### config.mk
export PLATFORM = sky130hd
export DESIGN_NAME = rr_mux_arbiter_flat
export DESIGN_NICKNAME = d
export VERILOG_FILES = /design/src/rtl/rr_mux_arbiter_pkg.sv /design/src/rtl/rr_mux_arbiter_if.sv /design/src/rtl/rr_mux_arbiter_grant.sv /design/src/rtl/rr_mux_arbiter.sv /design/src/flat_wrapper.sv
export SDC_FILE = /design/constraint.sdc
export NUM_CORES = 1
export LEC_CHECK = 0
export BUFFER_PORTS_ARGS = -buffer_cell sky130_fd_sc_hd__buf_2
export CAP_MARGIN = 0
export CORE_MARGIN = 4
export CORE_UTILIZATION = 28
export DETAILED_ROUTE_END_ITERATION = 8
export HOLD_SLACK_MARGIN = 0.08
export PLACE_DENSITY = 0.46
export SLEW_MARGIN = 20
export SYNTH_ARGS = -nofsm -noshare
export SYNTH_HDL_FRONTEND = slang
export SYNTH_SLANG_ARGS = --single-unit
### constraint.sdc
create_clock -name clk -period 3.9 [get_ports clk]
set_input_delay 0.39 -clock clk [delete_from_list [all_inputs] [get_ports clk]]
set_output_delay 0.39 -clock clk [all_outputs]
set_load 0.1 [all_outputs]
### src/rtl/rr_mux_arbiter_pkg.sv
// Shared types and constants for the two-queue round-robin merge arbiter.
package rr_mux_arbiter_pkg;

  localparam int unsigned DataSizeDefault = 4;
  localparam int unsigned BurstCntW       = 4;

  typedef logic [BurstCntW-1:0] burst_cnt_t;

  // Records which queue was popped in the previous cycle.
  typedef enum logic [1:0] {
    StIdle   = 2'd0,
    StServe0 = 2'd1,
    StServe1 = 2'd2
  } state_e;

  function automatic burst_cnt_t sat_inc(burst_cnt_t cnt, burst_cnt_t max);
    return (cnt < max) ? cnt + burst_cnt_t'(1) : cnt;
  endfunction

endpackage

### src/rtl/rr_mux_arbiter_if.sv
// Upstream queue heads/flags, pop strobes and the downstream push port of the merge arbiter.
interface rr_mux_arbiter_if #(
  parameter int unsigned DATA_SIZE = rr_mux_arbiter_pkg::DataSizeDefault
);

  logic                 empty0;
  logic                 empty1;
  logic [DATA_SIZE-1:0] data_in0;
  logic [DATA_SIZE-1:0] data_in1;
  logic                 almost_full_out;
  logic                 pop0;
  logic                 pop1;
  logic                 push_out;
  logic [DATA_SIZE-1:0] data_out;

  modport slave (
    input  empty0, empty1, data_in0, data_in1, almost_full_out,
    output pop0, pop1, push_out, data_out
  );

  modport master (
    output empty0, empty1, data_in0, data_in1, almost_full_out,
    input  pop0, pop1, push_out, data_out
  );

endinterface

### src/rtl/rr_mux_arbiter_grant.sv
// Combinational round-robin grant with bounded burst; at most one grant per cycle.
module rr_mux_arbiter_grant
  import rr_mux_arbiter_pkg::*;
#(
  parameter int unsigned BURST = 2
) (
  input  state_e     state_i,
  input  burst_cnt_t burst_cnt_i,
  input  logic       last_i,
  input  logic       empty0_i,
  input  logic       empty1_i,
  input  logic       almost_full_i,
  output logic       grant0_o,
  output logic       grant1_o
);

  localparam burst_cnt_t BurstMax = burst_cnt_t'(BURST);

  logic burst_done;

  always_comb begin
    grant0_o   = 1'b0;
    grant1_o   = 1'b0;
    burst_done = (burst_cnt_i >= BurstMax);
    if (!almost_full_i && !(empty0_i && empty1_i)) begin
      if (empty1_i) begin
        grant0_o = 1'b1;
      end else if (empty0_i) begin
        grant1_o = 1'b1;
      end else begin
        unique case (state_i)
          StServe0: begin
            grant0_o = !burst_done;
            grant1_o = burst_done;
          end
          StServe1: begin
            grant1_o = !burst_done;
            grant0_o = burst_done;
          end
          // From idle the queue not served most recently goes first.
          default: begin
            grant0_o = last_i;
            grant1_o = !last_i;
          end
        endcase
      end
    end
  end

endmodule

### src/rtl/rr_mux_arbiter.sv
// Merges two show-ahead queues into one downstream FIFO, one registered word per cycle.
module rr_mux_arbiter
  import rr_mux_arbiter_pkg::*;
#(
  parameter int unsigned DATA_SIZE = DataSizeDefault,
  parameter int unsigned BURST     = 2
) (
  input logic               clk,
  input logic               reset_L,
  rr_mux_arbiter_if.slave   bus
);

  localparam burst_cnt_t BurstMax = burst_cnt_t'(BURST);

  state_e               state_q, state_d;
  burst_cnt_t           cnt_q, cnt_d;
  logic                 last_q, last_d;
  logic                 push_q, push_d;
  logic [DATA_SIZE-1:0] data_q, data_d;
  logic                 grant0, grant1;

  rr_mux_arbiter_grant #(
    .BURST(BURST)
  ) u_grant (
    .state_i      (state_q),
    .burst_cnt_i  (cnt_q),
    .last_i       (last_q),
    .empty0_i     (bus.empty0),
    .empty1_i     (bus.empty1),
    .almost_full_i(bus.almost_full_out),
    .grant0_o     (grant0),
    .grant1_o     (grant1)
  );

  // Pops are held off while reset is asserted so no word is lost upstream.
  assign bus.pop0     = grant0 & reset_L;
  assign bus.pop1     = grant1 & reset_L;
  assign bus.push_out = push_q;
  assign bus.data_out = data_q;

  always_comb begin
    state_d = state_q;
    cnt_d   = cnt_q;
    last_d  = last_q;
    data_d  = data_q;
    push_d  = grant0 | grant1;
    if (grant0) begin
      data_d = bus.data_in0;
      if (state_q == StServe0) begin
        cnt_d = sat_inc(cnt_q, BurstMax);
      end else begin
        state_d = StServe0;
        cnt_d   = burst_cnt_t'(1);
        last_d  = 1'b0;
      end
    end else if (grant1) begin
      data_d = bus.data_in1;
      if (state_q == StServe1) begin
        cnt_d = sat_inc(cnt_q, BurstMax);
      end else begin
        state_d = StServe1;
        cnt_d   = burst_cnt_t'(1);
        last_d  = 1'b1;
      end
    end else if (bus.empty0 && bus.empty1) begin
      state_d = StIdle;
      cnt_d   = '0;
    end
  end

  always_ff @(posedge clk or negedge reset_L) begin
    if (!reset_L) begin
      state_q <= StIdle;
      cnt_q   <= '0;
      last_q  <= 1'b1;
      push_q  <= 1'b0;
      data_q  <= '0;
    end else begin
      state_q <= state_d;
      cnt_q   <= cnt_d;
      last_q  <= last_d;
      push_q  <= push_d;
      data_q  <= data_d;
    end
  end

endmodule

### src/flat_wrapper.sv
// flat-port wrapper written by rule: the top's interface ports become plain ports
module rr_mux_arbiter_flat import rr_mux_arbiter_pkg::*;
#(
  parameter int unsigned DATA_SIZE = DataSizeDefault,
  parameter int unsigned BURST     = 2
)
  (clk, reset_L, bus_empty0, bus_empty1, bus_data_in0, bus_data_in1, bus_almost_full_out, bus_pop0, bus_pop1, bus_push_out, bus_data_out);
  rr_mux_arbiter_if #(.DATA_SIZE(DATA_SIZE)) bus_i ();
  input logic clk;
  input logic reset_L;
  input wire logic [$bits(bus_i.empty0)-1:0] bus_empty0;
  input wire logic [$bits(bus_i.empty1)-1:0] bus_empty1;
  input wire logic [$bits(bus_i.data_in0)-1:0] bus_data_in0;
  input wire logic [$bits(bus_i.data_in1)-1:0] bus_data_in1;
  input wire logic [$bits(bus_i.almost_full_out)-1:0] bus_almost_full_out;
  output wire logic [$bits(bus_i.pop0)-1:0] bus_pop0;
  output wire logic [$bits(bus_i.pop1)-1:0] bus_pop1;
  output wire logic [$bits(bus_i.push_out)-1:0] bus_push_out;
  output wire logic [$bits(bus_i.data_out)-1:0] bus_data_out;
  assign bus_i.empty0 = bus_empty0;
  assign bus_i.empty1 = bus_empty1;
  assign bus_i.data_in0 = bus_data_in0;
  assign bus_i.data_in1 = bus_data_in1;
  assign bus_i.almost_full_out = bus_almost_full_out;
  assign bus_pop0 = bus_i.pop0;
  assign bus_pop1 = bus_i.pop1;
  assign bus_push_out = bus_i.push_out;
  assign bus_data_out = bus_i.data_out;
  rr_mux_arbiter #(.DATA_SIZE(DATA_SIZE), .BURST(BURST)) u_core (.clk(clk), .reset_L(reset_L), .bus(bus_i));
endmodule
; After elaboration in Yosys (flattened, before gate mapping)
; Index checks and enable logic that the tools add are counted.
; W data, S select, Z words.
[op_classes]
n_addsub = 1
mul = 0
div = 0
magnitude_cmp = 2
n_eq_ne = 5
shift = 0
n_mux = 25
bitwise = 3
n_reduce_logical = 10
[ops]
columns = op, n
row1 = $mux W4, 8
row2 = $mux W1, 10
row3 = $mux W2, 5
row4 = $reduce_and A3 Y1, 2
row5 = $add A4 B1 Y4 const B, 1
row6 = $ge A4 B2 Y1 const B, 1
row7 = $logic_not A1 Y1, 4
row8 = $lt A4 B2 Y1 const B, 1
row9 = $pmux W1 S2, 2
row10 = $ne A3 B2 Y1 const B, 1
row11 = $reduce_bool A3 Y1, 1
row12 = $and A1 B1 Y1, 2
row13 = $eq A2 B1 Y1 const B, 1
row14 = $eq A2 B2 Y1 const B, 1
row15 = $logic_and A1 B1 Y1, 2
row16 = $ne A2 B1 Y1 const B, 1
row17 = $ne A2 B2 Y1 const B, 1
row18 = $reduce_bool A2 Y1, 1
row19 = $or A1 B1 Y1, 1
[totals]
ff_bits = 12
latch_bits = 0
ramBits = 0
romBits = 0
in_bits = 13
out_inout_bits = 7
word_cells = 51
memories = 0

; Depth between registers and ports, before layout
; Gate-level depths: netlist (run 1).
[logic_depth]
depth_word = 8
mapped_depth = 8
depth_no_buf = 7

; Cells and area by module
; From an unflattened synthesis (run 1), not the netlist that was laid out.
[unflattened]
cells_unflattened = 70
hier_area_um2 = 696.9
[modules_own_cells]
columns = module, instances, cells_per_inst, area_per_inst_um2, seq_area_each_um2
row1 = rr_mux_arbiter, 1, 57, 591.8, 301.5
row2 = rr_mux_arbiter_grant, 1, 13, 105.1, 0.0

; Worst setup path after synthesis (run 1)
; OpenSTA, ideal clock, no wires.
[synth_path]
path_kind = register -> output
start = register u_core.state_q[0]
end = output bus_pop0
arrival_time_ps = 2337
required_time_ps = 3510
setup_slack_ps = 1173
path_stages_with_launch = 8
n_path_buf = 1
cell_sequence = dfrtp_1 > inv_1 > ha_1 > nor4b_1 > mux2i_1 > nand2_1 > clkbuf_1 > and2_1
[synth_between]
elab_chain_cells = 6
elab_cells_between_ends = 7
classes_between = 2 x eq/ne / 4 x mux / 1 x bitwise
[synth_rtl]
columns = element, line_no
row1 = start: declaration, rr_mux_arbiter.sv:15  ; state_e state_q, state_d;
row2 = start signal: assignment, rr_mux_arbiter.sv:73  ; state_q <= StIdle;
row3 = start signal: assignment, rr_mux_arbiter.sv:79  ; state_q <= state_d;
row4 = $eq A2 B2 Y1 / $eq A2 B1 Y1 (equally long branches), rr_mux_arbiter_grant.sv:31  ; unique case (state_i)
row5 = $pmux W1 S2 *, rr_mux_arbiter_grant.sv:31
row6 = $mux W1 *, rr_mux_arbiter_grant.sv:28  ; end else if (empty0_i) begin
row7 = $mux W1 *, rr_mux_arbiter_grant.sv:26  ; if (empty1_i) begin
row8 = $mux W1 *, rr_mux_arbiter_grant.sv:25  ; if (!almost_full_i && !(empty0_i && empty1_i)) begin
row9 = $and A1 B1 Y1 *, rr_mux_arbiter.sv:36  ; assign bus.pop0 = grant0 & reset_L;
row10 = end: declaration, flat_wrapper.sv:16  ; output wire logic [$bits(bus_i.pop0)-1:0] bus_pop0;
; Every way passes the cells marked *; elsewhere a longest branch is shown, timed or not.

; Worst setup path after layout (run 1)
[layout_path]
start = register u_core.cnt_q[1]
end = output bus_pop0
[layout_between]
elab_chain_cells = 7
[layout_rtl]
columns = element, line_no
row1 = start: declaration, rr_mux_arbiter.sv:16  ; burst_cnt_t cnt_q, cnt_d;
row2 = start signal: assignment, rr_mux_arbiter.sv:80  ; cnt_q <= cnt_d;
row3 = $ge A4 B2 Y1 *, rr_mux_arbiter_grant.sv:24  ; burst_done = (burst_cnt_i >= BurstMax);
row4 = $logic_not A1 Y1, rr_mux_arbiter_grant.sv:33  ; grant0_o = !burst_done;
row5 = $pmux W1 S2 *, rr_mux_arbiter_grant.sv:31
row6 = $mux W1 *, rr_mux_arbiter_grant.sv:28
row7 = $mux W1 *, rr_mux_arbiter_grant.sv:26
row8 = $mux W1 *, rr_mux_arbiter_grant.sv:25
row9 = $and A1 B1 Y1 *, rr_mux_arbiter.sv:36
; Marked as above.

==> results of run 1 <==
[cell usage after synthesis, types with 2 or more instances]
cell type	number	area share, %
a21oi_1	3	2.0
and2_1	4	3.3
dfrtp_1	11	36
ha_1	4	6.5
inv_1	8	3.9
mux2i_1	5	6.5
nand2_1	9	4.4
nor2_1	5	2.4
nor4_1	2	1.6
nor4b_1	2	2.3
o21ai_0	8	5.2
o22ai_1	2	1.6
or3_1	3	2.4
[report_power, final]
group | leakage (uW) | internal, uW | switching (uW)
logic | 0.000265 | 136 | 362
registers | 0.000149 | 180 | 40.1
clock network | 0.0000210 | 56.9 | 43.4
[cell families (layout without fill, tap and decap cells)]
family,after synthesis,in the layout
AOI/OAI and AO/OA,24,24
adders and majority gates,4,4
buffers and inverters,10,32
DFF,12,12
muxes,5,5
and+or+nand+nor,29,29
[metrics by stage]
stage | power, uW | worst slack (ps)
floorplan | 628 | 1170
global placement | 723 | 1330
detailed placement | 720 | 1240
CTS | 826 | 912
global route | 873 | 686
finish | 818 | 932
[worst paths after layout]
kind | slack (ps) | cells past startpoint | end
worst min register to register | 490 | 2 | u_core.last_q$_DFFE_PN1P_
worst min-delay path | 310 | 3 | u_core.bus.data_out[2]$_DFFE_PN0P_
worst max register to register | 1630 | 6 | u_core.cnt_q[0]$_DFFE_PN0P_
min in group asynchronous | 520 | 2 | u_core.bus.data_out[2]$_DFFE_PN0P_
max in group asynchronous | 3100 | 2 | u_core.last_q$_DFFE_PN1P_
worst max-delay path | 930 | 6 | bus_pop0
[metal layers]
layer  track usage, %  vias up  wire length (um)
met1             14.0      313               811
met4             8.23        0                62
li1                 -      347                 -
met2             16.5       25               720
met5                0        -                 0
met3             2.77        7               143
[worst max-delay path: cells and delay by family (launching register included)]
kind	cells	cell delay, ps
fa+ha+maj	1	250
buf+inv	1	280
simple gates	3	910
flops	1	470
mux	1	380
[area by class of cell]
type	count	share of cell area, %
tap	30	4.03
multi-input combinational	62	45.2
inverter	8	3.22
clock buffer	4	3.89
sequential	12	32.3
timing repair buffer	20	11.3
[state kept, by name, summed over array words and instances, names as in the netlist]
signal and count:
u_core.bus.push_out 1, u_core.state_q 2, u_core.bus.data_out 4, u_core.last_q 1, u_core.cnt_q 4
==> run summary, run 1 <==
Buffers on Ports: 19
Sum Neg Setup Slack: 0 ps
Post-CTS Resized: 0
Fin. Hold Viols: 0
status: completed
Net Count, Synth: 101
mux contribution to synthesized area: 6.51%
routability-driven placement congestion ratio: 0.815
Routed Antenna Nets: 0
Compound-Gate Fraction of Synth Area: 22.5%
Die ar.: 3650 sq um
CP Max Fanout: 11
Clk Latency, worst-skew pair: 280 ps
Final Slew Violations: 0
Worst Hold Slack: 306 ps
Critical Path Sink Type: primary output
Worst R2R Start: u_core.cnt_q[1]$_DFFE_PN0P_
post-layout util: 36.6%
Num CTS Buffers: 3
Critical Path Max Stage Delay: 470 ps
vias per inst: 5.09
worst min path class: input pin to flop
Post-Syn Area per Cell: 9.15 sq um
placed cell area: 886 sq um
CTS sink cnt: 12
vias in the first global route: 663
worst clock skew: 4.09 ps
area of the multi-input gates: 422 sq um
critical path class: flop to primary output
number of setup violations in the final report: 0
sequential cell area: 302 sq um
Synth Flop Type: dfrtp_1
final clock period utilization by the worst path: 76.1%
flops & latches, synth: 12
H-tree depth: 1
initial antenna violation count: 0
n_diodes: 0
max-cap viol count: 0
slowest CP cell: dfrtp_1
die width: 60.4 um
post-synthesis sequential area ratio: 39.3%
Rel. slew slack: 65.4%
arrival time at the worst endpoint: 2580 ps
GRT Overall Usage: 11.2%
xor/xnor share of the synthesized area: 0%
# Post-CTS Setup Buffers: 0
Detail Placement HPWL: 1350 um
core footprint: 2540 sq um
non-filler cells in the finished layout: 136
Initial Util: 30.2%
critical path cell sequence: ha_1, nor4_1, mux2i_1, nand2_1, and2_1, buf_2
slew of the pin with the lowest slew margin: 514 ps
RSZ-0062 raised after global routing: false
DRC: 0
cell count after synthesis: 84
largest family of logic cells by synthesized area: compound AO/OA/AOI/OAI gates
post-synthesis cell type count: 31
async set-reset flop share out of synthesis: 100%
Clock transition at path regs: 80 ps
most frequent cells in the layout: buf_2 (19), dfrtp_1 (11), nand2_1 (9)
most common cell after layout, fill and taps aside: buf_2
CTS Root Cell: clkbuf_4
largest net degree at the start of global routing: 15
dpl cells: 131
FMAX: 337 MHz
VDD IR max: 0.425 mV
grt ovf: 0
worst setup path startpoint: u_core.cnt_q[1]$_DFFE_PN0P_
CTS tree: yes
Core Rows: 18
Vias: 692
die span in y: 60.4 um
Critical Path Source Type: flop
wire length of the first global-routing pass: 2920 um
Leak: 0.000435 uW
Post-Synth Adder-Cell Area: 6.51%
Post-CTS Hold Fix Bufs: 1
layout cell share with drive strength beyond 1: 26.4%
Synth Area in Simple Gates: 19.4%
drt first-iter violations: 8
Period minus WS final: 2970 ps
Area growth syn-to-layout: 21.3%
final wirelength: 1740 um
min-delay src: bus_data_in0[2]
io pins: 20
DRT Pass-1 Iters: 4
Critical Path RT: 3510 ps
Layout fillers: 269
synth warn: 0
Syn Std Cell Area: 768 sq um
Nets: 124
routed length per instance: 12.8 um
EDFF count, synth: 0
cell area after layout: 932 sq um
PD cells: 878 nW/um^2
maximum root-to-sink buffer count: 2
Power figures use the tool's default switching activity.
==> inputs of run 2 (changes only) <==
==> constraint.sdc (replaced) <==
create_clock -name clk -period 2.86 [get_ports clk]
set_input_delay 0.286 -clock clk [delete_from_list [all_inputs] [get_ports clk]]
set_output_delay 0.286 -clock clk [all_outputs]
set_load 0.1 [all_outputs]
==> run summary, run 2 (synthesized netlist as in run 1, its figures left out) <==
Die ar.: 3650 sq um (unchanged)
Critical Path Max Stage Delay: 470 ps (about the same)
maximum root-to-sink buffer count: 2 (unchanged)
layout cell share with drive strength beyond 1: 27.1% (was 26.4%)
CTS Root Cell: clkbuf_4 (unchanged)
critical path class: flop to primary output (unchanged)
H-tree depth: 1 (unchanged)
initial antenna violation count: 0 (unchanged)
final clock period utilization by the worst path: 94.0%
routability-driven placement congestion ratio: 0.849 (was 0.815)
# Post-CTS Setup Buffers: 0 (unchanged)
FMAX: 372 MHz
Final Total Pwr: 1130 uW (was 818 uW)
number of setup violations in the final report: 0 (unchanged)
RSZ-0062 raised after global routing: false (unchanged)
Initial Util: 30.2% (unchanged)
core footprint: 2540 sq um (unchanged)
Critical Path Source Type: flop (unchanged)
Critical Path Sink Type: primary output (unchanged)
vias per inst: 5.18 (was 5.09)
grt ovf: 0 (unchanged)
Routed Antenna Nets: 0 (unchanged)
slowest CP cell: dfrtp_1 (unchanged)
CTS sink cnt: 12 (unchanged)
final wirelength: 1860 um (was 1740 um)
global routing met1 resource utilization: 15.5% (was 14.0%)
Final Slew Violations: 0 (unchanged)
Area growth syn-to-layout: 22.3% (was 21.3%)
arrival time at the worst endpoint: 2400 ps (was 2580 ps)
slew of the pin with the lowest slew margin: 590 ps (was 514 ps)
M3 GR Usage: 2.34% (was 2.77%)
worst clock skew: 5.36 ps (was 4.09 ps)
Period minus WS final: 2690 ps
Clock transition at path regs: 90 ps (was 80 ps)
drt first-iter violations: 9 (was 8)
P_int: 513 uW (was 373 uW)
post-layout util: 36.9% (was 36.6%)
Fin. Hold Viols: 0 (unchanged)
DRC: 0 (unchanged)
clock share of power: 12.4% (was 12.3%)
io pins: 20 (unchanged)
Rel. slew slack: 60.3% (was 65.4%)
Buffers on Ports: 19 (unchanged)
Clk Latency, worst-skew pair: 280 ps (about the same)
Sum Neg Setup Slack: 0 ps (unchanged)
Leak: 0.000440 uW (was 0.000435 uW)
cell area after layout: 940 sq um (was 932 sq um)
critical path cell sequence: ha_1, nor4_1, mux2i_1, nand2_1, and2_1, buf_2 (unchanged)
n_diodes: 0 (unchanged)
Sw Pwr: 614 uW (was 446 uW)
min-delay src: bus_data_in0[3] (was bus_data_in0[2])
DRT Pass-1 Iters: 6 (was 4)
Worst R2R Start: u_core.cnt_q[1]$_DFFE_PN0P_ (unchanged)
die width: 60.4 um (unchanged)
CTS tree: yes (unchanged)
Num CTS Buffers: 3 (unchanged)
largest net degree at the start of global routing: 15 (unchanged)
CP Max Fanout: 9 (was 11)
max-cap viol count: 0 (unchanged)
Flop pwr share: 26.4% (was 26.9%)
Logic pwr share: 61.2% (was 60.8%)
Core Rows: 18 (unchanged)
GRT Overall Usage: 11.8% (was 11.2%)
worst min path class: input pin to flop (unchanged)
Nets: 125 (was 124)
most common cell after layout, fill and taps aside: buf_2 (unchanged)
Most Crowded Layer GR: met2 (unchanged)
PD cells: 1200 nW/um^2 (was 878 nW/um^2)
vias in the first global route: 695 (was 663)
most frequent cells in the layout: buf_2 (19), dfrtp_1 (11), nand2_1 (9) (unchanged)
status: completed (unchanged)
wire length of the first global-routing pass: 3170 um (was 2920 um)
Vias: 710 (was 692)
worst setup path startpoint: u_core.cnt_q[1]$_DFFE_PN0P_ (unchanged)
Net Sw Frac: 54.5% (about the same)
die span in y: 60.4 um (unchanged)
placed cell area: 893 sq um (was 886 sq um)
Detail Placement HPWL: 1390 um (was 1350 um)
routed length per instance: 13.6 um (was 12.8 um)
VDD IR max: 0.597 mV (was 0.425 mV)
Critical Path RT: 2570 ps (was 3510 ps)
global-route met2 utilization: 18.2% (was 16.5%)
run 2: cell count changes in the layout (fill, tap and decap cells not counted):
cell / change
buf_4: +1
run 2: power groups by stage:
stage	clock network [uW]	logic, uW	registers (uW)
2_1_floorplan	0	320	536
3_3_place_gp	0	692	298
3_5_place_dp	0	691	300
4_1_cts	149	694	298
5_1_grt	156	743	308
6_report	140	690	298
run 2: what timing repair did:
action / CTS / global route
endpoints found under the setup margin: 0 / 0
hold buffers: 1 / 0
gates resized for setup: 0 / 0
hold endpoints to repair: 11 / 0
run 2: through the flow:
stage          hold slack [ps]  worst slack [ps]  cells
6_report                   207               172    137
5_1_grt                    224              59.3    137
3_5_place_dp               200               495    132
4_1_cts                    194               166    137
2_1_floorplan            -9.59               237     84
3_3_place_gp               197               500    132
run 2: routing by layer:
layer | up-vias | wire length [um]
met1 | 331 | 853
met4 | 0 | 22
met5 | - | 0
met3 | 2 | 132
li1 | 352 | -
met2 | 25 | 852
run 2: cell type report:
class                           instances  area, sq um
Tap cell                               30         37.5
Sequential cell                        12          302
Clock buffer                            4         36.3
Multi-Input combinational cell         62          422
Inverter                                8         30.0
Timing Repair Buffer                   21          113
Fill cell                             271         1610
run 2: worst max-delay path: cells and delay by family, from the launching register on:
kind | cells | cell delay, ps
flops | 1 | 470
fa+ha+maj | 1 | 240
buf+inv | 1 | 280
simple gates | 3 | 730
mux | 1 | 410
run 2: final timing paths:
kind | endpoint | slack, ps | depth (start not counted)
max in group asynchronous | u_core.last_q$_DFFE_PN1P_ | 2150 | 2
min in group asynchronous | u_core.state_q[0]$_DFFE_PN0P_ | 420 | 2
hold reg to reg | u_core.last_q$_DFFE_PN1P_ | 500 | 2
hold / removal | u_core.bus.data_out[3]$_DFFE_PN0P_ | 210 | 3
setup / recovery | bus_pop0 | 170 | 6
setup reg to reg | u_core.cnt_q[0]$_DFFE_PN0P_ | 540 | 7
